==> config.mk <==
export PLATFORM = sky130hd
export DESIGN_NAME = output_flow
export DESIGN_NICKNAME = d
export VERILOG_FILES = /design/src/rtl/output_flow_pkg.sv /design/src/rtl/output_arbiter.sv /design/src/rtl/output_flow.sv
export SDC_FILE = /design/constraint.sdc
export NUM_CORES = 1
export LEC_CHECK = 0
export ABC_CLOCK_PERIOD_IN_PS = 1900
export BUFFER_PORTS_ARGS = -buffer_cell sky130_fd_sc_hd__buf_2
export CAP_MARGIN = 15
export CORE_MARGIN = 8
export CORE_UTILIZATION = 40
export DETAILED_ROUTE_END_ITERATION = 16
export GPL_TIMING_DRIVEN = 0
export PLACE_DENSITY = 0.74
export SLEW_MARGIN = 25
export SYNTH_ARGS = -nofsm -noshare
export SYNTH_HDL_FRONTEND = slang
export SYNTH_SLANG_ARGS = --single-unit
==> constraint.sdc <==
create_clock -name clk -period 1.9 [get_ports clk]
set_clock_uncertainty 0.2 [all_clocks]
set_input_delay 0.475 -clock clk [delete_from_list [all_inputs] [get_ports clk]]
set_output_delay 0.475 -clock clk [all_outputs]
set_load 0.05 [all_outputs]
==> src/rtl/output_flow_pkg.sv <==
// output_flow_pkg
//   Shared definitions for the egress flow-control block:
//   - state_t  : FSM state encoding
//   - vc_sel_t : virtual-channel select encoding carried down the pipeline
//   - DEST_BIT_DEFAULT : default index of the destination bit in a word
package output_flow_pkg;

  typedef enum logic [1:0] {
    ST_RESET  = 2'd0,
    ST_IDLE   = 2'd1,
    ST_ACTIVE = 2'd2
  } state_t;

  typedef enum logic {
    VC0 = 1'b0,
    VC1 = 1'b1
  } vc_sel_t;

  localparam int DEST_BIT_DEFAULT = 4;

endpackage

==> src/rtl/output_arbiter.sv <==
// output_arbiter
//   Decides which virtual channel (if any) to pop this cycle. vc0 has strict
//   priority, except that after BURST_MAX consecutive vc0 pops with vc1
//   waiting, one vc1 pop is forced so vc1 cannot starve.
// Ports:
//   clk, reset             clock, asynchronous active-high reset
//   enable                 FSM is in a state that may pop
//   vc0_empty, vc1_empty   source FIFO empty flags
//   d0_pause, d1_pause     destination almost-full flags
//   pop_vc0, pop_vc1       combinational pop strobes (mutually exclusive)
//   sel                    VC selected this cycle (VC0/VC1), valid with a pop
module output_arbiter
  import output_flow_pkg::*;
#(
  parameter int BURST_MAX = 4
) (
  input  logic clk,
  input  logic reset,
  input  logic enable,
  input  logic vc0_empty,
  input  logic vc1_empty,
  input  logic d0_pause,
  input  logic d1_pause,
  output logic pop_vc0,
  output logic pop_vc1,
  output logic sel
);

  localparam int BW = $clog2(BURST_MAX + 1);
  localparam logic [BW-1:0] BURST_LIMIT = BW'(BURST_MAX);

  logic [BW-1:0] burst_cnt;
  logic          eligible;
  logic          force_vc1;

  always_comb begin
    // Both pauses gate the pop because the destination is only known once
    // the word has been read out of the VC FIFO.
    eligible  = enable && !reset && !d0_pause && !d1_pause &&
                !(vc0_empty && vc1_empty);
    force_vc1 = (burst_cnt == BURST_LIMIT) && !vc1_empty;
    pop_vc0   = eligible && !vc0_empty && !force_vc1;
    // Eligible with vc0 empty implies vc1 is non-empty; force_vc1 implies it too.
    pop_vc1   = eligible && (vc0_empty || force_vc1);
    sel       = pop_vc1 ? VC1 : VC0;
  end

  always_ff @(posedge clk or posedge reset) begin
    if (reset) begin
      burst_cnt <= '0;
    end else if (vc1_empty || pop_vc1) begin
      burst_cnt <= '0;
    end else if (pop_vc0 && (burst_cnt != BURST_LIMIT)) begin
      burst_cnt <= burst_cnt + BW'(1);
    end
  end

endmodule

==> src/rtl/output_flow.sv <==
// output_flow
//   Egress flow control behind the VC FIFOs. Pops words from vc0/vc1 (via
//   output_arbiter), routes each to destination FIFO D0 or D1 by bit DEST_BIT
//   of the word, and keeps saturating per-destination push counters.
//   Pop-to-push latency is 2 cycles; one word per cycle sustained.
// Ports:
//   clk, reset             clock, asynchronous active-high reset
//   vc0_empty, vc1_empty   VC FIFO empty flags
//   vc0_data, vc1_data     VC FIFO read data, valid the cycle after the pop
//   d0_pause, d1_pause     destination almost-full flags (>=3 free slots)
//   pop_vc0, pop_vc1       combinational pop strobes
//   push_d0, push_d1       registered push strobes
//   data_d0, data_d1       registered write data (hold when not pushed)
//   d0_count, d1_count     saturating push counters
//   idle                   IDLE (or RESET) state with no word in flight
module output_flow
  import output_flow_pkg::*;
#(
  parameter int DATA_WIDTH = 6,
  parameter int DEST_BIT   = DEST_BIT_DEFAULT,
  parameter int BURST_MAX  = 4,
  parameter int CNT_WIDTH  = 8
) (
  input  logic                  clk,
  input  logic                  reset,
  input  logic                  vc0_empty,
  input  logic                  vc1_empty,
  input  logic [DATA_WIDTH-1:0] vc0_data,
  input  logic [DATA_WIDTH-1:0] vc1_data,
  input  logic                  d0_pause,
  input  logic                  d1_pause,
  output logic                  pop_vc0,
  output logic                  pop_vc1,
  output logic                  push_d0,
  output logic                  push_d1,
  output logic [DATA_WIDTH-1:0] data_d0,
  output logic [DATA_WIDTH-1:0] data_d1,
  output logic [CNT_WIDTH-1:0]  d0_count,
  output logic [CNT_WIDTH-1:0]  d1_count,
  output logic                  idle
);

  state_t                state, state_next;
  logic                  enable;
  logic                  pop_any;
  logic                  sel;
  logic                  sel_p0;
  logic                  vld_p0;
  logic [DATA_WIDTH-1:0] word_p1;
  logic                  dest_p1;

  assign enable  = (state == ST_IDLE) || (state == ST_ACTIVE);
  assign pop_any = pop_vc0 || pop_vc1;

  output_arbiter #(
    .BURST_MAX (BURST_MAX)
  ) u_arbiter (
    .clk       (clk),
    .reset     (reset),
    .enable    (enable),
    .vc0_empty (vc0_empty),
    .vc1_empty (vc1_empty),
    .d0_pause  (d0_pause),
    .d1_pause  (d1_pause),
    .pop_vc0   (pop_vc0),
    .pop_vc1   (pop_vc1),
    .sel       (sel)
  );

  always_ff @(posedge clk or posedge reset) begin
    if (reset) begin
      state <= ST_RESET;
    end else begin
      state <= state_next;
    end
  end

  always_comb begin
    state_next = state;
    case (state)
      ST_RESET:  state_next = ST_IDLE;
      ST_IDLE:   if (pop_any) state_next = ST_ACTIVE;
      ST_ACTIVE: if (!pop_any && !vld_p0) state_next = ST_IDLE;
      default:   state_next = ST_RESET;
    endcase
  end

  // RESET counts as idle so idle reads 1 while reset is held.
  assign idle = (state != ST_ACTIVE) && !vld_p0;

  // Stage p0: remember which VC was popped; its data arrives next cycle.
  always_ff @(posedge clk or posedge reset) begin
    if (reset) begin
      vld_p0 <= 1'b0;
      sel_p0 <= VC0;
    end else begin
      vld_p0 <= pop_any;
      sel_p0 <= sel;
    end
  end

  always_comb begin
    word_p1 = (sel_p0 == VC1) ? vc1_data : vc0_data;
    dest_p1 = word_p1[DEST_BIT];
  end

  // Stage p1: route the read word to its destination.
  always_ff @(posedge clk or posedge reset) begin
    if (reset) begin
      push_d0 <= 1'b0;
      push_d1 <= 1'b0;
      data_d0 <= '0;
      data_d1 <= '0;
    end else begin
      push_d0 <= vld_p0 && !dest_p1;
      push_d1 <= vld_p0 && dest_p1;
      if (vld_p0 && !dest_p1) data_d0 <= word_p1;
      if (vld_p0 && dest_p1)  data_d1 <= word_p1;
    end
  end

  always_ff @(posedge clk or posedge reset) begin
    if (reset) begin
      d0_count <= '0;
      d1_count <= '0;
    end else begin
      if (push_d0 && (d0_count != '1)) d0_count <= d0_count + CNT_WIDTH'(1);
      if (push_d1 && (d1_count != '1)) d1_count <= d1_count + CNT_WIDTH'(1);
    end
  end

endmodule

**After elaboration in Yosys (flattened, before gate mapping)**

Cells that the tools add are included.

- Eq/ne operators: 9
- Reduce and logical (&&, ||, !) cells: 33
- Muxes and demuxes: 7
- $add $sub $neg: 3

Operators by type and width:

| cell | count |
|---|---|
| adder 8 x 1 -> 8 bit, second input constant | 2 |
| logical AND 1 bit | 16 |
| != test 8 bit, second input constant | 2 |
| zero test 1 bit | 10 |
| two-way mux 3 bit | 2 |
| two-way mux 6 bit | 1 |
| case mux 2 bit (3 select lines) | 1 |
| logical OR 1 bit | 4 |
| two-way mux 2 bit | 2 |
| != test 2 bit, second input constant | 2 |
| adder 3 x 1 -> 3 bit, second input constant | 1 |
| equality test 3 bit, second input constant | 1 |
| != test 3 bit, second input constant | 1 |
| equality test 2 x 1 -> 1 bit, second input constant | 1 |
| equality test 2 bit, second input constant | 1 |
| zero test 2 bit | 1 |
| != test 2 x 1 -> 1 bit, second input constant | 1 |
| AND reduction 2 bit | 1 |
| nonzero test 2 bit | 1 |
| two-way mux 1 bit | 1 |

- Bits of input ports: 18
- Logic and storage cells: 62
- Bits in registers: 37

**Longest topological paths before layout**

Gate-level depths: netlist of the first run.

- Depth in word-level cells: 13
- Depth in mapped cells: 6
- Mapped depth without buffers: 6

**Hierarchy**

A second synthesis of the first run with hierarchy kept.

- Cells, all modules: 160
- Area total of the unflattened synthesis: 1831.8 um2

By module, submodules not included:

| module | area each (um2) | cells each | times used | sequential area each (um2) |
|---|---|---|---|---|
| output_flow | 1609.0 | 133 | 1 | 850.8 |
| output_arbiter | 222.7 | 27 | 1 | 75.1 |

**Worst setup path after synthesis of the first run**

No wires, ideal clock.

- Kind: register to output
- From: reg state[0]
- To: out pop_vc1
- Path buffers: 0
- Stages on the path, launching flop included: 5
- Setup slack: -1114 ps
- Arrival: 2339 ps
- Path through: dfrtp_1 inv_1 ha_1 or4b_4 nor3_1

- Cells in the longest elaborated chain, start to end: 7
- Elaborated cells between the ends (all ways): 8
- Those cells by class: eq/ne: 2; reduce/logical: 6

Ends and longest elaborated chain:

| item | line | RTL |
|---|---|---|
| from (decl) | output_flow.sv:43 | `state_t state, state_next;` |
| from (signal assigned) | output_flow.sv:74 | `state <= state_next;` |
| equality test 2 x 1 -> 1 bit or equality test 2 bit (tied branches) | output_flow.sv:52 | `assign enable = (state == ST_IDLE) \|\| (state == ST_ACTIVE);` |
| logical OR 1 bit (*) | output_flow.sv:52 |  |
| logical AND 1 bit (*) (4 in series) | output_arbiter.sv:39 | `eligible = enable && !reset && !d0_pause && !d1_pause &&` |
| logical AND 1 bit (*) | output_arbiter.sv:44 | `pop_vc1 = eligible && (vc0_empty \|\| force_vc1);` |
| to (decl) | output_flow.sv:33 | `output logic pop_vc1,` |

Mark *: on every way between the ends. The rest lies on a longest branch, timed or not.

**Worst setup path after layout of the first run**

Same ends and word-level chain as after synthesis.

==> summary.txt, run 1 <==
Synthesis
  • Post-synth EDFFs: 0
  • Yosys warns: 0
  • Primary FF master, synth: dfrtp_1
  • Synthesized instance count: 165
  • Sequential share of the synthesized area: 0.525
  • Asr flop ratio synth: 1.00
  • Syn Std Cell Area: 1760 um^2
  • Post-Syn Area per Cell: 10.7 um^2
  • Seq cells post-synth: 37
  • Netlist cell types: 31
  • Syn Nets: 191

Power
  • Total power: 2.96 mW
  • Pleak: 1.21 nW
  • Max IR drop VDD: 0.582 mV
  • Pwr Density: 1220 nW/um^2

GRT
  • Total gr overflow: 0
  • First-pass GRT wire length: 6760 um
  • Initial antenna violation count: 0
  • Vias in the first global route: 1,468
  • Total Routing Usage GR: 0.130
  • Largest net degree at the start of global routing: 28

Critical path
  • Critical path cell sequence: inv_2, ha_4, or4b_4, nor3_4, buf_6
  • CP max FO: 2
  • Critical Path AT: 1.80 ns
  • CP Capture Type: output pin
  • Critical path class: reg2out
  • Critical R2R Launch: state[0]
  • Crit path largest cell delay: 0.48 ns
  • Slowest CP cell: or4b_4
  • Worst setup path start: state[0]
  • CP Data Required Time: 1.22 ns
  • Setup crit start kind: register

Place
  • Gpl congestion: 0.730
  • Port-buffer cells: 50
  • Post-DP HPWL: 2990 um
  • Placed cell count: 268

STA
  • Slew margin rel.: 0.742
  • Slew @ Worst Pin: 0.387 ns
  • Slew Limit Fails: 0
  • WHS: 0.271 ns
  • Final hold violations: 0
  • RSZ-0062 raised after global routing: true
  • # setup viols final: 7
  • Final Cycle Share: 1.30
  • Setup TNS: -2.33 ns
  • FMAX: 404 MHz
  • Worst Slack Setup Final: -0.575 ns
  • Post-route minimum period: 2.48 ns

CTS
  • Clock Sinks: 37
  • CTS tree: done
  • CTS H-tree depth: 2
  • Clock Tree Root: clkbuf_8
  • CTS Buf Count: 5
  • Reg clk slew, reported paths: 0.07 ns
  • Clk_lat worst skew: 0.29 ns
  • Max clock buf depth: 2

Cells and area
  • Post-Layout Cell Count: 292
  • Nets: 265
  • Synthesis-to-finish area growth: 38.2%
  • Proportion of layout cells with a drive suffix above 1: 0.421
  • Post-layout util: 0.568
  • Most frequent cells in the layout: 49 x buf_2, 31 x dfrtp_1, 23 x nand2_1
  • Most common cell after layout, fill and taps aside: buf_2
  • Ant. Diodes: 0

Route
  • Met3 wire length: 306 um
  • Total number of vias: 1,464
  • WL per Instance: 14.1 um
  • Met2 Wirelength: 2020 um
  • Final wirelength: 4130 um
  • DRC Markers: 0
  • Post-DRT Antenna Nets: 0
  • Vias/cell: 5.01
  • WL met1: 1730 um
  • First-pass iteration count of the detailed router: 4
  • 1st-iter DRT viols: 49
  • Top Layer Used: met4

Hold path
  • Min-Delay Path Class: reg2reg
  • HP Start: data_d1[4]

Die
  • Full die area: 6790 um^2
  • Die width: 82.4 um
  • Ports: 51
  • # rows: 24
  • Die height: 82.4 um
  • Initial Util: 0.411
  • Core area: 4290 um^2

Flow run
  • Max Cap Viol: 0

Run status
  • Status: finished with violations
  • Failing checks: setup timing
## through the flow
step           worst slack, ns  area (um^2)
2_1_floorplan           -0.462         1820
3_3_place_gp            -0.495         2130
3_5_place_dp            -0.492         2150
4_1_cts                 -0.581         2420
5_1_grt                 -0.641         2440
6_report                -0.575         2440
## registers in the layout, indices dropped and copies added (netlist names)
signal	cells
u_arbiter.burst_cnt	3
data_d1	6
vld_p0	1
d0_count	8
d1_count	8
push_d0	1
state	2
sel_p0	1
push_d1	1
data_d0	6
## worst paths after layout
path	end	slack [ns]	depth (start not counted)
min in group asynchronous	data_d1[2]	0.53	3
max in group asynchronous	d0_count[0]	0.54	4
worst min-delay path	data_d1[4]	0.27	1
worst max register to register	state[1]	-0.48	11
worst min register to register	data_d1[4]	0.27	1
worst max-delay path	pop_vc1	-0.58	5
## report_power, final
group          switching, mW  leakage (nW)  internal [mW]
registers              0.132         0.484          0.970
clock network          0.268        0.0455          0.296
logic                  0.900         0.683          0.399
total                   1.30          1.21           1.66
## logic make-up (layout without fill, tap and decap cells)
logic type | count (synthesis) | count (layout) | synth area share
AND/OR/NAND/NOR | 56 | 56 | 0.169
flip-flops | 37 | 37 | 0.525
AO/OA/AOI/OAI | 30 | 30 | 0.104
multiplexers | 14 | 14 | 0.0816
buffers and inverters | 13 | 88 | 0.0291
adder cells (fa/ha/maj) | 8 | 8 | 0.0567
XOR/XNOR | 7 | 7 | 0.0348
## synthesized netlist by cell type (4+ instances only)
master,count,share of area
mux2i_1,11,0.062
nor2_1,8,0.017
nand2_1,23,0.049
nand3_1,6,0.017
a21oi_1,10,0.028
nand4_1,4,0.014
ha_1,8,0.057
o21ai_0,11,0.031
dfrtp_1,37,0.52
xnor2_1,6,0.030
inv_1,10,0.021
## repair_timing
action | in CTS | in global routing
hold buffers | 1 | 0
resized for setup | 17 | 5
hold endpoints to repair | 10 | 0
buffers inserted | 14 | 5
setup endpoints to repair | 5 | 11
pin swaps | 5 | 3
## cell type report
type                    instances  area [um^2]
repair buffers                 67          430
inverters                      10         37.5
fillers                       382         1860
plain buffers                   3         13.8
flip-flops and latches         37          933
multi-input cells             115          867
clock buffers                   8         90.1
well taps                      52         65.1
## critical path, delay by kind of cell (launching register included)
kind / cells / cell delay (ns)
DFF: 1 / 0.38
and+or+nand+nor: 2 / 0.63
buffers and inverters: 2 / 0.24
adders and majority gates: 1 / 0.26
## metal layers
metal  GRT usage  up-vias
li1            -      719
met2       0.219       40
met4      0.0491        0
met1       0.148      696
met3      0.0444        9
met5           0        -
Note: power is estimated with default switching activity, not from simulation.
==> inputs of run 2 (changes only) <==
--- a/config.mk
+++ b/config.mk
@@ -5,6 +5,7 @@
 export SDC_FILE = /design/constraint.sdc
 export NUM_CORES = 1
 export LEC_CHECK = 0
+export ABC_AREA = 1
 export ABC_CLOCK_PERIOD_IN_PS = 1900
 export BUFFER_PORTS_ARGS = -buffer_cell sky130_fd_sc_hd__buf_2
 export CAP_MARGIN = 15
@@ -12,7 +13,7 @@
 export CORE_UTILIZATION = 40
 export DETAILED_ROUTE_END_ITERATION = 16
 export GPL_TIMING_DRIVEN = 0
-export PLACE_DENSITY = 0.74
+export PLACE_DENSITY = 0.72
 export SLEW_MARGIN = 25
 export SYNTH_ARGS = -nofsm -noshare
 export SYNTH_HDL_FRONTEND = slang
==> run 2 against run 1 <==
  * The flow still finishes with violations (setup timing)
  * Die area grew 12%
  * Sequential power is essentially flat
  * Synthesized cell count grew 50%
==> summary.txt, run 2 <==
Run status
  • Status: finished with violations (unchanged)
  • Failing checks: setup timing (unchanged)

CTS
  • Clock Sinks: 37 (unchanged)
  • Clock Tree Root: clkbuf_8 (unchanged)
  • Clk_lat worst skew: 0.28 ns (was 0.29 ns)
  • Hold buffers post-CTS: 0 (was 1)
  • Reg clk slew, reported paths: 0.07 ns (about the same)
  • CTS H-tree depth: 2 (unchanged)
  • CTS tree: done (unchanged)
  • CTS Buf Count: 5 (unchanged)
  • Max clock buf depth: 2 (unchanged)

STA
  • Slew Limit Fails: 0 (unchanged)
  • Final hold violations: 0 (unchanged)
  • Slew margin rel.: 0.434 (was 0.742)
  • FMAX: 451 MHz (was 404 MHz)
  • Setup TNS: -0.860 ns (was -2.33 ns)
  • Slew @ Worst Pin: 0.847 ns (was 0.387 ns)
  • Post-route minimum period: 2.22 ns (was 2.48 ns)
  • Worst Slack Setup Final: -0.315 ns (was -0.575 ns)
  • Final Cycle Share: 1.17 (was 1.30)
  • # setup viols final: 3 (was 7)
  • RSZ-0062 raised after global routing: true (unchanged)

Critical path
  • RR Endpoint: state[0] (was state[1])
  • Critical path cell sequence: inv_2, ha_4, inv_2, nor2_4, nand3_2, nor2_4, buf_8 (was inv_2, ha_4, or4b_4, nor3_4, buf_6)
  • Critical R2R Launch: state[0] (unchanged)
  • CP Capture Type: output pin (unchanged)
  • Slowest CP cell: dfrtp_1 (was or4b_4)
  • R2R Setup Slk: 0.06 ns (was -0.48 ns)
  • Critical path class: reg2out (unchanged)
  • CP Data Required Time: 1.22 ns (about the same)
  • Critical Path AT: 1.54 ns (was 1.80 ns)
  • Setup crit start kind: register (unchanged)
  • Crit path largest cell delay: 0.37 ns (was 0.48 ns)
  • CP max FO: 2 (unchanged)
  • R2R cell count: 11 (unchanged)

GRT
  • Initial antenna violation count: 0 (unchanged)
  • Vias in the first global route: 1,704 (was 1,468)
  • Total gr overflow: 0 (unchanged)
  • Largest net degree at the start of global routing: 39 (was 28)
  • First-pass GRT wire length: 7660 um (was 6760 um)
  • Total Routing Usage GR: 0.128 (was 0.130)

Route
  • Vias/cell: 4.52 (was 5.01)
  • 1st-iter DRT viols: 35 (was 49)
  • Met3 wire length: 245 um (was 306 um)
  • Post-DRT Antenna Nets: 0 (unchanged)
  • First-pass iteration count of the detailed router: 4 (unchanged)
  • Met2 Wirelength: 2320 um (was 2020 um)
  • WL per Instance: 12.2 um (was 14.1 um)
  • Top Layer Used: met4 (unchanged)
  • DRC Markers: 0 (unchanged)
  • Final wirelength: 4700 um (was 4130 um)
  • Total number of vias: 1,734 (was 1,464)
  • WL met1: 2090 um (was 1730 um)

Cells and area
  • Proportion of layout cells with a drive suffix above 1: 0.341 (was 0.421)
  • Ant. Diodes: 0 (unchanged)
  • Nets: 340 (was 265)
  • Synthesis-to-finish area growth: 30.5% (was 38.2%)
  • Post-layout util: 0.529 (was 0.568)
  • Largest regs: d0_count (8), d1_count (8) (unchanged)
  • Post-Layout Cell Count: 384 (was 292)
  • Most common cell after layout, fill and taps aside: nand2_1 (was buf_2)
  • Most frequent cells in the layout: 97 x nand2_1, 47 x buf_2, 37 x dfrtp_1 (was 49 x buf_2, 31 x dfrtp_1, 23 x nand2_1)

Synthesis
  • Multiplexer share of the synthesized area: 0.0279 (was 0.0816)
  • Share of the synthesized area in the top cell type: 0.459 (was 0.525)
  • Post-synthesis compound-gate area fraction: 0.0260 (was 0.104)
  • Yosys warns: 0 (unchanged)
  • Post-Syn Area per Cell: 8.17 um^2 (was 10.7 um^2)
  • Commonest cells in the netlist: 100 x nand2_1, 37 x dfrtp_1, 28 x inv_1 (was 37 x dfrtp_1, 23 x nand2_1, 11 x mux2i_1, 11 x o21ai_0)
  • Syn Std Cell Area: 2020 um^2 (was 1760 um^2)
  • Netlist cell types: 29 (was 31)
  • Asr flop ratio synth: 1.00 (unchanged)
  • Seq cells post-synth: 37 (unchanged)
  • Largest family of logic cells by synthesized area: simple AND/OR/NAND/NOR gates (unchanged)
  • Yosys top cell by area: dfrtp_1 (unchanged)
  • Sequential share of the synthesized area: 0.459 (was 0.525)
  • Largest cells by area after synthesis: dfrtp_1 46%, nand2_1 19%, inv_1 5.2%, ha_1 5.0%, mux2_2 2.8% (was dfrtp_1 52%, mux2i_1 6.2%, ha_1 5.7%, nand2_1 4.9%, o21ai_0 3.1%)
  • Post-synth EDFFs: 0 (unchanged)
  • Synth Area in XOR/XNOR: 0.0217 (was 0.0348)
  • Primary FF master, synth: dfrtp_1 (unchanged)
  • Synthesized instance count: 247 (was 165)
  • Syn Nets: 273 (was 191)
  • Most frequent cell after synthesis: nand2_1 (was dfrtp_1)
  • Simple-gate portion of the synthesized area: 0.349 (was 0.169)
  • Synth Area in Adders: 0.0496 (was 0.0567)

Power
  • Max IR drop VDD: 0.715 mV (was 0.582 mV)
  • Pleak: 1.47 nW (was 1.21 nW)
  • Total power: 3.04 mW (was 2.96 mW)
  • Pwr Density: 1160 nW/um^2 (was 1220 nW/um^2)

Die
  • Ports: 51 (unchanged)
  • Full die area: 7570 um^2 (was 6790 um^2)
  • Initial Util: 0.405 (was 0.411)
  • Die height: 87.0 um (was 82.4 um)
  • Die width: 87.0 um (was 82.4 um)
  • # rows: 26 (was 24)
  • Core area: 4980 um^2 (was 4290 um^2)

Place
  • Port-buffer cells: 50 (unchanged)
  • Gpl congestion: 0.751 (was 0.730)
  • Placed cell count: 367 (was 268)
  • Setup WS pre-CTS: -0.301 ns (was -0.492 ns)
  • Post-DP HPWL: 3410 um (was 2990 um)

Hold path
  • Min-Delay Path Class: in2async (was reg2reg)

Flow run
  • Max Cap Viol: 0 (unchanged)
run 2: cell count changes after synthesis, sizes merged, moves of 3 or more:
cell,before,now
inv,10,32
o21ai,11,5
and3,3,0
mux2i,11,0
nor2,8,22
a21oi,11,1
nand2,23,108
nand2b,3,0
xor2,1,5
and4,3,0
nand3b,0,5
xnor2,6,0
run 2: final cells by class:
type	instances	area [um^2]
multi-input combinational	177	1010
buffer	1	7.51
clock inverter	2	35.0
fill	475	2340
tap	70	87.6
inverter	32	131
sequential	37	926
timing repair buffer	60	363
clock buffer	5	68.8
run 2: cell families after synthesis:
group,Yosys count
muxes,5
AOI/OAI and AO/OA,7
and+or+nand+nor,152
DFF,37
adders and majority gates,8
xor gates and xnor gates,5
buffers and inverters,33
run 2: worst max-delay path by stage:
| stage | cells after the start | endpoint | slack [ns] | from |
|---|---|---|---|---|
| detailed placement | 8 | u_arbiter.burst_cnt[2] | -0.30 | reset |
| global route | 7 | pop_vc0 | -0.40 | state[0] |
| finish | 7 | pop_vc1 | -0.32 | state[0] |
| CTS | 7 | pop_vc1 | -0.31 | state[1] |
| global placement | 8 | u_arbiter.burst_cnt[2] | -0.27 | reset |
| floorplan | 6 | pop_vc1 | -0.06 | state[0] |
run 2: power breakdown:
part           internal (mW)  switching, mW
combinational          0.356          0.940
clock                  0.382          0.278
sequential             0.955          0.133
total                   1.69           1.35
run 2: routing by layer:
layer | global-route usage | up-vias
li1 | - | 894
met1 | 0.151 | 803
met2 | 0.216 | 32
met3 | 0.0443 | 5
met4 | 0.0329 | 0
met5 | 0 | -
run 2: worst max-delay path, delay by kind of cell, from the launching register on:
family / cells / cell delay [ns]
adder cells (fa/ha/maj): 1 / 0.27
buffers and inverters: 3 / 0.26
flip-flops: 1 / 0.37
AND/OR/NAND/NOR: 3 / 0.36
run 2: per-stage QoR:
stage	hold WS (ns)	cell area (um^2)
2_1_floorplan	0.239	2040
3_3_place_gp	0.246	2370
3_5_place_dp	0.247	2370
4_1_cts	0.193	2560
5_1_grt	0.231	2630
6_report	0.173	2630
run 2: repair_timing:
item | in CTS | in global routing
buffers inserted | 5 | 5
gates resized for setup | 14 | 8
pin swaps | 5 | 2
endpoints found under the setup margin | 3 | 4
==> inputs of run 3 (changes only) <==
--- a/config.mk
+++ b/config.mk
@@ -6,13 +6,14 @@
 export NUM_CORES = 1
 export LEC_CHECK = 0
 export ABC_AREA = 1
-export ABC_CLOCK_PERIOD_IN_PS = 1900
 export BUFFER_PORTS_ARGS = -buffer_cell sky130_fd_sc_hd__buf_2
 export CAP_MARGIN = 15
 export CORE_MARGIN = 8
 export CORE_UTILIZATION = 40
+export CTS_CLUSTER_DIAMETER = 30
 export DETAILED_ROUTE_END_ITERATION = 16
 export GPL_TIMING_DRIVEN = 0
+export MAX_ROUTING_LAYER = met4
 export PLACE_DENSITY = 0.72
 export SLEW_MARGIN = 25
 export SYNTH_ARGS = -nofsm -noshare
==> run 3 against run 2 <==
  * The flow still finishes with violations (setup timing)
  * Cell count unchanged
  * Sequential cell count is the same
  * Worst setup slack barely moved
  * Sequential power is essentially flat
  * Combinational power hardly changed
  * Clock power is essentially flat
  * Die area did not move
  * Largest power group unchanged
==> summary.txt, run 3 (same netlist as run 2, synthesis figures left out) <==
Run status
  • Status: finished with violations (unchanged)
  • Failing checks: setup timing (unchanged)

STA
  • Slew @ Worst Pin: 0.847 ns (about the same)
  • FMAX: 452 MHz (was 451 MHz)
  • Post-route minimum period: 2.21 ns (was 2.22 ns)
  • Slew margin rel.: 0.434 (about the same)
  • Worst Slack Setup Final: -0.315 ns (about the same)
  • Final Cycle Share: 1.17 (about the same)
  • # setup viols final: 3 (unchanged)
  • RSZ-0062 raised after global routing: true (unchanged)
  • Final hold violations: 0 (unchanged)
  • Slew Limit Fails: 0 (unchanged)

Die
  • Core area: 4980 um^2 (unchanged)
  • Full die area: 7570 um^2 (unchanged)
  • # rows: 26 (unchanged)
  • Die width: 87.0 um (unchanged)
  • Ports: 51 (unchanged)
  • Die height: 87.0 um (unchanged)
  • Initial Util: 0.405 (unchanged)

Cells and area
  • Nets: 340 (unchanged)
  • Post-layout util: 0.529 (unchanged)
  • Most common cell after layout, fill and taps aside: nand2_1 (unchanged)
  • Synthesis-to-finish area growth: 30.5% (unchanged)
  • Largest regs: d0_count (8), d1_count (8) (unchanged)
  • Most frequent cells in the layout: 97 x nand2_1, 47 x buf_2, 37 x dfrtp_1 (unchanged)
  • Filler instances: 475 (unchanged)
  • Proportion of layout cells with a drive suffix above 1: 0.341 (unchanged)
  • Ant. Diodes: 0 (unchanged)

Critical path
  • R2R cell count: 11 (unchanged)
  • Crit path largest cell delay: 0.37 ns (about the same)
  • Critical path class: reg2out (unchanged)
  • CP max FO: 2 (unchanged)
  • Crit path capture: pop_vc1 (unchanged)
  • Worst setup path start: state[0] (unchanged)
  • RR Endpoint: state[0] (unchanged)
  • Critical R2R Launch: state[0] (unchanged)
  • Critical path cell sequence: inv_2, ha_4, inv_2, nor2_4, nand3_2, nor2_4, buf_8 (unchanged)
  • CP Data Required Time: 1.22 ns (about the same)
  • Slowest CP cell: dfrtp_1 (unchanged)
  • Setup crit start kind: register (unchanged)
  • R2R Setup Slk: 0.06 ns (about the same)
  • CP Capture Type: output pin (unchanged)
  • Critical Path AT: 1.54 ns (about the same)

Power
  • Total power: 3.04 mW (about the same)
  • Pleak: 1.47 nW (unchanged)
  • Max IR drop VDD: 0.715 mV (about the same)
  • Pwr Density: 1160 nW/um^2 (about the same)

Place
  • Gpl congestion: 0.761 (was 0.751)
  • Port-buffer cells: 50 (unchanged)
  • Post-DP HPWL: 3410 um (unchanged)

CTS
  • CTS H-tree depth: 2 (unchanged)
  • CTS tree: done (unchanged)
  • Clock Sinks: 37 (unchanged)
  • Max clock buf depth: 2 (unchanged)
  • Reg clk slew, reported paths: 0.07 ns (about the same)
  • Clock Tree Root: clkbuf_8 (unchanged)
  • Clk_lat worst skew: 0.28 ns (about the same)
  • CTS Buf Count: 5 (unchanged)
  • Hold buffers post-CTS: 0 (unchanged)

GRT
  • Total gr overflow: 0 (unchanged)
  • Largest net degree at the start of global routing: 39 (unchanged)
  • Vias in the first global route: 1,708 (was 1,704)
  • Total Routing Usage GR: 0.132 (was 0.128)
  • First-pass GRT wire length: 7650 um (was 7660 um)
  • Initial antenna violation count: 0 (unchanged)

Route
  • Final wirelength: 4700 um (about the same)
  • WL per Instance: 12.2 um (about the same)
  • Post-DRT Antenna Nets: 0 (unchanged)
  • First-pass iteration count of the detailed router: 4 (unchanged)
  • Total number of vias: 1,734 (unchanged)
  • Vias/cell: 4.52 (unchanged)
  • DRC Markers: 0 (unchanged)
  • 1st-iter DRT viols: 41 (was 35)

Flow run
  • Max Cap Viol: 0 (unchanged)

Hold path
  • Min-Delay Path Class: in2async (unchanged)
## run 3: critical path: cells and delay by family (launching register included)
family / cells / cell delay (ns)
buffers and inverters: 3 / 0.26
adder cells (fa/ha/maj): 1 / 0.27
AND/OR/NAND/NOR: 3 / 0.36
flip-flops: 1 / 0.37
## run 3: metal layers
metal	wire, um	GRT usage	vias to the layer above
li1	-	-	894
met1	2120	0.153	803
met2	2320	0.216	32
met3	214	0.0406	5
met4	49	0.0329	0
met5	0	-	-
## run 3: worst min-delay path by stage
| stage | depth (start not counted) | startpoint | end | slack, ns |
|---|---|---|---|---|
| 2_1_floorplan | 1 | reset | d0_count[0] | 0.24 |
| 4_1_cts | 2 | reset | data_d1[5] | 0.19 |
| 6_report | 2 | reset | sel_p0 | 0.17 |
| 3_5_place_dp | 2 | data_d0[4] | data_d0[4] | 0.25 |
| 3_3_place_gp | 1 | data_d1[4] | data_d1[4] | 0.25 |
| 5_1_grt | 2 | vc1_empty | u_arbiter.burst_cnt[0] | 0.23 |
## run 3: report_power, final
part / internal [mW] / switching (mW) / leakage (nW)
clock: 0.382 / 0.277 / 0.0540
combinational: 0.356 / 0.940 / 0.921
sequential: 0.955 / 0.134 / 0.491
## run 3: cell type report
type | count | area (um^2) | area share
clock buffer | 5 | 68.8 | 0.0261
inverter | 32 | 131 | 0.0499
sequential | 37 | 926 | 0.352
tap | 70 | 87.6 | 0.0333
clock inverter | 2 | 35.0 | 0.0133
multi-input combinational | 177 | 1010 | 0.385
buffer | 1 | 7.51 | 0.00285
timing repair buffer | 60 | 363 | 0.138
## run 3: through the flow
step | area (um^2) | TNS (ns) | hold WS (ns) | cells | setup WS [ns]
floorplan | 2040 | -0.101 | 0.239 | 247 | -0.0639
global placement | 2370 | -0.700 | 0.246 | 367 | -0.273
detailed placement | 2370 | -0.732 | 0.247 | 367 | -0.301
global route | 2630 | -1.39 | 0.231 | 384 | -0.397
CTS | 2560 | -0.689 | 0.193 | 379 | -0.306
finish | 2630 | -0.859 | 0.173 | 384 | -0.315
## run 3: what timing repair did
item                                    in CTS  in global routing
resized for setup                           14                  8
setup buffers                                5                  5
pin swaps                                    5                  2
endpoints found under the setup margin       3                  4
